**config.mk**
```make
export PLATFORM = sky130hd
export DESIGN_NAME = eth_pcs_tx_gearbox_gen
export DESIGN_NICKNAME = d
export VERILOG_FILES = /design/src/rtl/eth_pcs_tx_gearbox_gen.sv
export SDC_FILE = /design/constraint.sdc
export NUM_CORES = 1
export LEC_CHECK = 0
export CAP_MARGIN = 20
export CORE_ASPECT_RATIO = 0.6
export CORE_MARGIN = 5
export CORE_UTILIZATION = 45
export CTS_CLUSTER_SIZE = 12
export DETAILED_ROUTE_END_ITERATION = 10
export PLACE_DENSITY = 0.68
export SYNTH_ARGS = -nofsm -noshare
export SYNTH_HDL_FRONTEND = slang
export SYNTH_SLANG_ARGS = --single-unit
export TNS_END_PERCENT = 10
```
**constraint.sdc**
```tcl
create_clock -name i_clk -period 4.9 [get_ports i_clk]
set_clock_uncertainty 0.1 [all_clocks]
set_input_delay 0.735 -clock i_clk [delete_from_list [all_inputs] [get_ports i_clk]]
set_output_delay 0.735 -clock i_clk [all_outputs]
set_load 0.01 [all_outputs]
```
**src/rtl/eth_pcs_tx_gearbox_gen.sv**
```systemverilog
// 64b/66b TX gearbox for 10GBASE-R: packs a 2-bit sync header plus scrambled pieces into a constant-rate PMA word.
// Defining ETH_PCS_TX_GB_STATS_EN adds a saturating underflow counter with a clear input.
`timescale 1ns/1ps
module eth_pcs_tx_gearbox_gen #(
    parameter int W_DATA        = 32,
    parameter int W_SYNC        = 2,
    parameter int TRANS_PER_BLK = 64 / W_DATA,
    parameter int W_TRANS       = (TRANS_PER_BLK > 1) ? $clog2(TRANS_PER_BLK) : 1
) (
    input  logic               i_clk,
    input  logic               i_reset_n,
    input  logic               i_valid,
    input  logic [W_SYNC-1:0]  i_sync_data,
    input  logic [W_DATA-1:0]  i_scr_data,
`ifdef ETH_PCS_TX_GB_STATS_EN
    input  logic               i_stats_clr,
    output logic [15:0]        o_underflow_cnt,
`endif
    output logic               o_req,
    output logic [W_TRANS-1:0] o_trans_cnt,
    output logic [W_DATA-1:0]  o_pma_data,
    output logic               o_underflow
);

    localparam int         W_BUF     = 2 * W_DATA;
    localparam int         BLK_SHIFT = (TRANS_PER_BLK > 1) ? $clog2(TRANS_PER_BLK) : 0;
    localparam logic [5:0] LAST_CNT  = 6'd32;

    if (W_DATA != 16 && W_DATA != 32 && W_DATA != 64) begin : g_bad_width
        $error("eth_pcs_tx_gearbox_gen: W_DATA must be 16, 32 or 64");
    end
    if (W_SYNC != 2) begin : g_bad_sync
        $error("eth_pcs_tx_gearbox_gen: W_SYNC must be 2");
    end

    logic [5:0]         cnt_q, cnt_d;
    logic [W_DATA-1:0]  left_q, left_d;
    logic [W_DATA-1:0]  pma_q, pma_d;
    logic               corrupt_q, corrupt_d;

    logic [W_TRANS-1:0] trans;
    logic [5:0]         blk;
    logic               first;
    logic [6:0]         fill;
    logic [W_BUF-1:0]   piece;
    logic [W_BUF-1:0]   mix;

    assign o_req       = i_reset_n & (cnt_q < LAST_CNT);
    assign o_trans_cnt = trans;
    assign o_pma_data  = pma_q;
    assign o_underflow = o_req & ~i_valid;

    always_comb begin
        // NOTE: every signal gets a default first so no path can leave it unassigned and infer a latch.
        trans     = '0;
        piece     = '0;
        pma_d     = '0;
        if (TRANS_PER_BLK > 1) begin
            trans = cnt_q[W_TRANS-1:0];
        end
        first = (trans == '0);
        blk   = cnt_q >> BLK_SHIFT;
        // Leftover bits before this piece: 2 per completed block, plus the header of the current block.
        fill  = {blk, 1'b0} + (first ? 7'd0 : 7'd2);

        if (o_req) begin
            if (first) begin
                if (i_valid) begin
                    piece = {{(W_BUF-W_DATA-W_SYNC){1'b0}}, i_scr_data, i_sync_data};
                end
            end else if (i_valid && !corrupt_q) begin
                piece = {{(W_BUF-W_DATA){1'b0}}, i_scr_data};
            end
        end

        // Bit 0 of mix is the earliest bit on the wire; the PMA sends its MSB first.
        mix = {{(W_BUF-W_DATA){1'b0}}, left_q} | (piece << fill);
        for (int i = 0; i < W_DATA; i++) begin
            pma_d[W_DATA-1-i] = mix[i];
        end
        left_d = mix[W_BUF-1:W_DATA];

        cnt_d     = (cnt_q == LAST_CNT) ? 6'd0 : cnt_q + 6'd1;
        // A mid-block underflow keeps zeroing the rest of that block; its header is already gone.
        corrupt_d = o_req && !first && (corrupt_q || !i_valid);
    end

    always_ff @(posedge i_clk or negedge i_reset_n) begin
        // NOTE: state uses non-blocking assignments so every flop samples pre-edge values.
        if (!i_reset_n) begin
            cnt_q     <= '0;
            left_q    <= '0;
            pma_q     <= '0;
            corrupt_q <= 1'b0;
        end else begin
            cnt_q     <= cnt_d;
            left_q    <= left_d;
            pma_q     <= pma_d;
            corrupt_q <= corrupt_d;
        end
    end

`ifdef ETH_PCS_TX_GB_STATS_EN
    logic [15:0] uf_cnt_q, uf_cnt_d;

    always_comb begin
        uf_cnt_d = uf_cnt_q;
        if (i_stats_clr) begin
            uf_cnt_d = '0;
        end else if (o_underflow && uf_cnt_q != 16'hFFFF) begin
            uf_cnt_d = uf_cnt_q + 16'd1;
        end
    end

    always_ff @(posedge i_clk or negedge i_reset_n) begin
        if (!i_reset_n) begin
            uf_cnt_q <= '0;
        end else begin
            uf_cnt_q <= uf_cnt_d;
        end
    end

    assign o_underflow_cnt = uf_cnt_q;
`endif

endmodule

```
=== Word level (Yosys, flattened, before mapping) ===
Index checks and enable logic that the tools add are counted.

* Register bits: 71
* Input port bits: 37
* Word-level logic and storage cells: 25

* Add/sub/neg operators: 2
* Order comparisons: 1
* Eq/ne operators: 1
* Shift-type cells: 1
* Mux-type cells: 6
* Bitwise logic cells: 4
* Reduce and logical (&&, ||, !) cells: 6

{| class="wikitable"
|+ Operator list
! kind !! count
|-
| $mux 64 || 2
|-
| $or 32x64->64 || 1
|-
| $shl 64x7->64 || 1
|-
| $mux 34 || 1
|-
| $mux 32 || 1
|-
| $add 6x2->7 || 1
|-
| $add 6x1->6 const B || 1
|-
| $eq 6x6->1 const B || 1
|-
| $lt 6x6->1 const B || 1
|-
| $mux 6 || 1
|-
| $logic_and 1x1->1 || 3
|-
| $and 1x1->1 || 2
|-
| $logic_not 1->1 || 2
|-
| $mux 2 || 1
|-
| $logic_or 1x1->1 || 1
|-
| $not 1->1 || 1
|}

=== Logic depth before layout (Yosys ltp) ===
Gate-level depths: netlist (run 1).

* Depth in word-level cells: 7
* Gate-level depth with buffers: 11
* Mapped depth without buffers: 8

=== Worst setup path after synthesis (run 1) ===
OpenSTA, ideal clock, no wires.

* Kind: reg-to-reg
* From: register cnt_q[0]
* To: register pma_q[0] (netlist: o_pma_data[0])
* Setup time: 0.126 ns
* Arrival time: 2.557 ns
* Required time: 4.674 ns
* Path slack: 2.117 ns
* Cell stages (with the launch flop): 10
* Path buffers: 2
* Clock period less this slack: 2.783 ns
* Cells stage by stage: dfrtp_1 > buf_2 > inv_1 > ha_1 > buf_6 > mux2_4 > a22o_1 > mux2_2 > a22o_1 > a221o_1

* Cells in the longest elaborated chain, start to end: 5
* Elaborated cells between the ends (all ways): 8
* Those cells by class: add/sub (1); order compare (1); shift (1); mux (3); bitwise (2)

{| class="wikitable"
|+ Ends and longest elaborated chain
! element !! RTL line !! source
|-
| from (decl) || 36 || <nowiki>logic [5:0] cnt_q, cnt_d;</nowiki>
|-
| from (signal assigned) || 96 || <nowiki>cnt_q <= cnt_d;</nowiki>
|-
| $lt 6x6->1 || 48 || <nowiki>assign o_req = i_reset_n & (cnt_q < LAST_CNT);</nowiki>
|-
| $and 1x1->1 || 48 ||
|-
| $mux 64 || 66 || <nowiki>if (o_req) begin</nowiki>
|-
| $shl 64x7->64 (*) || 77 || <nowiki>mix = {{(W_BUF-W_DATA){1'b0}}, left_q} | (piece << fill);</nowiki>
|-
| $or 32x64->64 (*) || 77 ||
|-
| via mix[31] || 46 || <nowiki>logic [W_BUF-1:0] mix;</nowiki>
|-
| to (signal assigned) || 98 || <nowiki>pma_q <= pma_d;</nowiki>
|-
| to (decl) || 38 || <nowiki>logic [W_DATA-1:0] pma_q, pma_d;</nowiki>
|}

Mark *: on every way through the listed nets, which the timed path passes. The rest lies on a longest branch.

=== Worst setup path after layout (run 1) ===
* From: register cnt_q[0]
* To: register pma_q[11] (netlist: o_pma_data[11])

The elaborated chain is that of the path after synthesis.

==> impl_metrics.tcl, run 1 <==
set metrics [dict create \
    cp_num_buf_inv 3 \
    gp_congestion 1.01 \
    antenna_found_initial 0 \
    start_kind "register" \
    wire_per_inst_um 23.3 \
    slew_headroom 0.408 \
    cts_sinks 71 \
    power.density_nw_per_um2 253 \
    drt_iter0_drc 557 \
    design.core.area_sq_um 10600 \
    clock.fmax_mhz 274 \
    cts_root_buf "clkbuf_16" \
    rsz0062_at_grt "false" \
    pin_count 72 \
    clock_latency_ps 340 \
    hold_class "primary input to async pin" \
    insertedDiodeCount 0 \
    dr.pass1.iters 5 \
    ant_nets 0 \
    cts_resized 0 \
    cap_violations 0 \
    worst_slack_ps 1240 \
    worstPathArrival_ps 3760 \
    postCtsSetupBuffers 0 \
    portBuffers 71 \
    period_share 0.746 \
    cts_tree "done" \
    worstPathMaxFanout 43 \
    gr-total-overflow 0 \
    initial_utilization 0.462 \
    yosysSeqAreaShare 0.363 \
    synth_top_area_frac 0.363 \
    setup_viol 0 \
    drc_errors 0 \
    crit_type "register to register" \
    synth_ff_type "dfrtp_1" \
    drive_gt1_frac 0.144 \
    yosysUniqueCellTypes 73 \
    cpMostUsedCell "buf_4" \
    final_nets 617 \
    grt_max_degree 55 \
    status "completed" \
    slowest_stage "a22oi_1" \
    crit_required_ps 5010 \
    dp_slack_ps 1340 \
    end_kind "register" \
    syn_nets 558 \
    slowest_delay_ps 430 \
    clkTransAtPathRegs_ps 60 \
    hold_violations 0 \
    synth_area_sq_um 4890 \
    cts_made_buffers 9 \
    tns_ps 0 \
    synth-edff-count 0 \
    finalPower_mw 1.52 \
    p_leak_nw 2.47 \
    final_util 0.567 \
    die_h_um 90.8 \
    synth_top_area_cell "dfrtp_1" \
    hpwl_mm 12.5 \
    holdBufCountCts 0 \
    async_flop_share 1.00 \
    rows 29 \
    grt_usage 0.259 \
    ys_top_cells_by_area "dfrtp_1, mux2_2, a22oi_1" \
    die_area_sq_um 13100 \
    min_period_ps 3660 \
    grt_pass1_wl_mm 26.3 \
    finalMaxSlewViolations 0 \
    clock_path_buffers 2 \
    netlist_instances 518 \
    peakVddDrop_mv 0.165 \
    cp_cell_sequence "buf_4 > inv_1 > ha_1 > buf_4 > mux2_1 > a22oi_1 > mux2_2 > mux2i_1 > a221o_1" \
    grt_pass1_vias 4459 \
    n_fill_cell 963 \
    area_growth_pct 22.8 \
    yosysWarningCount 0 \
    wl_mm 16.8 \
    ys_ff_latch 71 \
    tightest_slew_ps 882 \
    crit_family "buffers and inverters" \
    via_count 4705 \
    viasPerCell 6.53 \
    die_w_um 145 \
    h-tree-depth 3 \
    avgSynthCellArea_sq_um 9.45 \
]
synth_stat cells (6+ instances only):
library cell,number
a21o_1,14
clkbuf_1,11
o22ai_1,17
mux2_2,22
o21bai_1,9
nand2_1,43
mux2i_1,12
a22oi_1,22
nand3_1,16
mux4_2,6
nor3_1,14
and2_1,6
dfrtp_1,71
buf_2,16
a21oi_1,31
mux2_1,8
mux2_4,7
o21ai_1,9
nand2b_1,6
a221oi_1,6
nor2_1,43
a22o_1,13
o21ai_0,18
power breakdown:
group	internal [mW]	switching [mW]	leakage (nW)	total, mW
Clock	0.450	0.268	0.150	0.718
Sequential	0.602	0.00490	0.962	0.607
Combinational	0.0943	0.104	1.36	0.199
Total	1.15	0.378	2.47	1.52
cell families (layout without fill, tap and decap cells):
group,Yosys count,in the layout,share of synthesized area
flops,71,71,0.363
simple gates,150,150,0.146
fa+ha+maj,3,3,0.00767
mux,55,55,0.143
buf+inv,42,106,0.0447
compound gates,191,191,0.282
xor+xnor,6,6,0.0138
metal layers:
metal / part of all wire / up-vias / track usage / wire length [um]
met2: 0.42 / 248 / 0.359 / 7140
met4: 0.012 / 0 / 0.0458 / 194
li1: - / 2095 / - / -
met3: 0.093 / 21 / 0.0630 / 1560
met1: 0.47 / 2341 / 0.408 / 7930
met5: 0 / - / 0 / 0
state kept, by name, summed over array words and instances (netlist names):
register    count
o_pma_data     32
cnt_q           6
left_q         32
corrupt_q       1
layout by cell type (no fill, tap or decap), types with 3 or more instances in the layout:
master,Yosys,routed
a21o_1,14,14
a21oi_1,31,31
a221o_1,5,5
a221oi_1,6,6
a22o_1,13,13
a22oi_1,22,22
a22oi_2,5,5
a2bb2oi_1,3,3
a31oi_1,3,3
and2_1,6,6
and3b_1,3,3
buf_4,4,12
clkbuf_16,0,9
clkdlybuf4s50_1,0,70
dfrtp_1,71,71
ha_1,3,3
inv_1,5,5
mux2_1,8,8
mux2_2,22,22
mux2_4,7,7
mux2i_1,12,12
mux4_2,6,6
nand2_1,43,43
nand2b_1,6,6
nand3_1,16,16
nor2_1,43,43
nor2b_1,3,3
nor3_1,14,14
o211ai_1,5,5
o21ai_0,18,18
o21ai_1,9,9
o21bai_1,9,9
o221ai_1,3,3
o22a_1,3,3
o22ai_1,17,17
o2bb2ai_1,4,4
worst reg2reg max path, cell delays in order, from the launching register on:
cell     delay (ps)
dfrtp_1         420
buf_4           410
inv_1           210
ha_1            330
buf_4           400
mux2_1          430
a22oi_1         430
mux2_2          240
mux2i_1         140
a221o_1         410
metrics by stage:
step	instances	hold slack [ps]	cell area, sq um
after global placement	704	311	5680
after global routing	721	307	6010
after detailed placement	705	314	5690
final	721	273	6010
after CTS	721	282	6010
after floorplan	518	304	4890
final cells by class:
cell class	instances	area (sq um)	share of cell area
Inverter	7	26.3	0.00437
Timing Repair Buffer	83	796	0.132
Tap cell	139	174	0.0289
Multi-Input combinational cell	405	2910	0.485
Sequential cell	71	1780	0.296
Clock buffer	10	229	0.0381
Clock inverter	6	92.6	0.0154
final timing paths:
path,cells after the start,from,slack [ps],endpoint
setup / recovery,9,cnt_q[0]$_DFF_PN0_,1240,o_pma_data[11]$_DFF_PN0_
hold / removal,1,i_reset_n,270,corrupt_q$_DFF_PN0_
setup reg to reg,9,cnt_q[0]$_DFF_PN0_,1240,o_pma_data[11]$_DFF_PN0_
hold reg to reg,1,left_q[29]$_DFF_PN0_,330,o_pma_data[2]$_DFF_PN0_
max in group asynchronous,2,i_reset_n,3330,left_q[30]$_DFF_PN0_
min in group i_clk,1,left_q[29]$_DFF_PN0_,330,o_pma_data[2]$_DFF_PN0_
Note: power is estimated with default switching activity, not from simulation.
==> run 2: changes to the inputs <==
- PLACE_DENSITY: 0.68 -> 0.71
- clock period: 4.9 -> 3.3 ns (I/O delays scaled with it)
==> run 2 against run 1 <==
Sequential share of layout area fell by 0.75 points; largest power group unchanged; utilization increased by 1.5 points; combinational power up 53%; via count up 1.5%; worst hold slack better by 9.3 ps; critical path depth stayed put; register-to-register slack worse by 990 ps; global-route usage increased by 0.85 points; highest routed layer unchanged; count of clock-buffer cells in the layout is 1 higher; die area stayed put; clock power rose by 37%.
==> impl_metrics.tcl, run 2 (synthesis gave the netlist of run 1 again) <==
set metrics [dict create \
    cts_resized 0 \
    rr_startpoint "cnt_q[0]$_DFF_PN0_" \
    pin_count 72 \
    cts_root_buf "clkbuf_16" \
    viasPerCell 6.47 \
    die_h_um 90.8 \
    start_kind "register" \
    slew_headroom 0.399 \
    placed_cells_incl_taps 722 \
    via_count 4777 \
    power.density_nw_per_um2 355 \
    die_area_sq_um 13100 \
    initial_utilization 0.462 \
    final_util 0.582 \
    area_growth_pct 25.9 \
    wl_mm 17.3 \
    gr-total-overflow 0 \
    final_cell_mix "dfrtp_1, clkdlybuf4s50_1, nor2_1, nand2_1, a21oi_1" \
    grt_pass1_vias 4646 \
    final_nets 634 \
    hold_class "primary input to async pin" \
    rsz0062_at_grt "false" \
    combPwrFrac 0.139 \
    r2r_setup_slack_ps 260 \
    dr.pass1.iters 5 \
    drc_errors 0 \
    clockPowerShare 0.450 \
    power.internal_mw 1.65 \
    worstPathArrival_ps 3140 \
    cp_cell_sequence "inv_1 > ha_1 > buf_12 > mux2_2 > a22oi_1 > o22ai_1 > a2bb2oi_1 > nand2b_1 > o211ai_1" \
    setup.worst_path.start "cnt_q[0]$_DFF_PN0_" \
    cts_tree "done" \
    hold_violations 0 \
    final_common_cell "dfrtp_1" \
    die_w_um 145 \
    grt_usage 0.267 \
    hpwl_mm 13.2 \
    rr_endpoint "left_q[22]$_DFF_PN0_" \
    postCtsSetupBuffers 0 \
    seq_power_share 0.411 \
    wire_per_inst_um 23.4 \
    tightest_slew_ps 902 \
    p_leak_nw 2.58 \
    worst_slack_ps 256 \
    cap_violations 0 \
    setup_viol 0 \
    worstPathMaxFanout 39 \
    rows 29 \
    min_period_ps 3040 \
    grt_pass1_wl_mm 27.1 \
    ant_nets 0 \
    n_fill_cell 930 \
    clkTransAtPathRegs_ps 60 \
    crit_required_ps 3400 \
    holdBufCountCts 0 \
    finalMaxSlewViolations 0 \
    portBuffers 71 \
    switchingPower_mw 0.544 \
    rr_worst_depth 9 \
    slowest_delay_ps 450 \
    crit_type "register to register" \
    crit_end "left_q[22]$_DFF_PN0_" \
    gp_congestion 0.999 \
    insertedDiodeCount 0 \
    tns_ps 0 \
    grt_max_degree 72 \
    slowest_stage "dfrtp_1" \
    p_sw_frac 0.249 \
    design.core.area_sq_um 10600 \
    period_share 0.922 \
    clock_latency_ps 330 \
    dp_slack_ps 263 \
    end_kind "register" \
    peakVddDrop_mv 0.286 \
    status "completed" \
    clock_path_buffers 2 \
    drive_gt1_frac 0.169 \
    antenna_found_initial 0 \
    fin_hold_ws_ps 282 \
    cts_made_buffers 9 \
    h-tree-depth 3 \
    cts_sinks 71 \
    final_cells 738 \
    clock.fmax_mhz 329 \
    drt_iter0_drc 564 \
]
## run 2: worst max-delay path, delay by kind of cell, from the launching register on
family                     cells  cell delay (ps)
and+or+nand+nor                1              170
DFF                            1              450
AOI/OAI and AO/OA              4             1030
adders and majority gates      1              350
buffers and inverters          2              380
muxes                          1              390
## run 2: final cells by class
class / instances / area (sq um) / area share
Clock buffer: 11 / 243 / 0.0394
Sequential cell: 71 / 1780 / 0.288
Inverter: 7 / 26.3 / 0.00426
Multi-Input combinational cell: 405 / 2910 / 0.473
Timing Repair Buffer: 100 / 973 / 0.158
Tap cell: 139 / 174 / 0.0282
Clock inverter: 5 / 57.6 / 0.00934
## run 2: stage by stage
| stage | power [mW] | instance area [sq um] |
|---|---|---|
| 3_3_place_gp | 1.22 | 5860 |
| 6_report | 2.19 | 6160 |
| 2_1_floorplan | 1.06 | 4890 |
| 4_1_cts | 2.19 | 6160 |
| 3_5_place_dp | 1.22 | 5860 |
| 5_1_grt | 2.26 | 6160 |
## run 2: how the worst min path moves through the flow
| stage | slack, ps | startpoint | depth (start not counted) | to |
|---|---|---|---|---|
| after CTS | 330 | left_q[18]$_DFF_PN0_ | 1 | o_pma_data[13]$_DFF_PN0_ |
| after detailed placement | 310 | left_q[5]$_DFF_PN0_ | 1 | o_pma_data[26]$_DFF_PN0_ |
| after global routing | 350 | left_q[18]$_DFF_PN0_ | 1 | o_pma_data[13]$_DFF_PN0_ |
| after global placement | 310 | left_q[15]$_DFF_PN0_ | 1 | o_pma_data[16]$_DFF_PN0_ |
| final | 280 | i_reset_n | 2 | cnt_q[3]$_DFF_PN0_ |
| after floorplan | 100 | i_reset_n | 0 | cnt_q[0]$_DFF_PN0_ |
## run 2: layer usage
metal,vias up,track usage,part of all wire
met4,0,0.0528,0.016
met1,2337,0.404,0.46
li1,2128,-,-
met2,281,0.374,0.43
met3,31,0.0831,0.094
met5,-,0,0
## run 2: power groups by stage
stage               combinational, mW  clock (mW)  sequential [mW]
floorplan                       0.137           0            0.923
global placement                0.301           0            0.916
detailed placement              0.300           0            0.915
CTS                             0.302       0.987            0.900
global route                    0.327        1.03            0.902
finish                          0.304       0.985            0.900
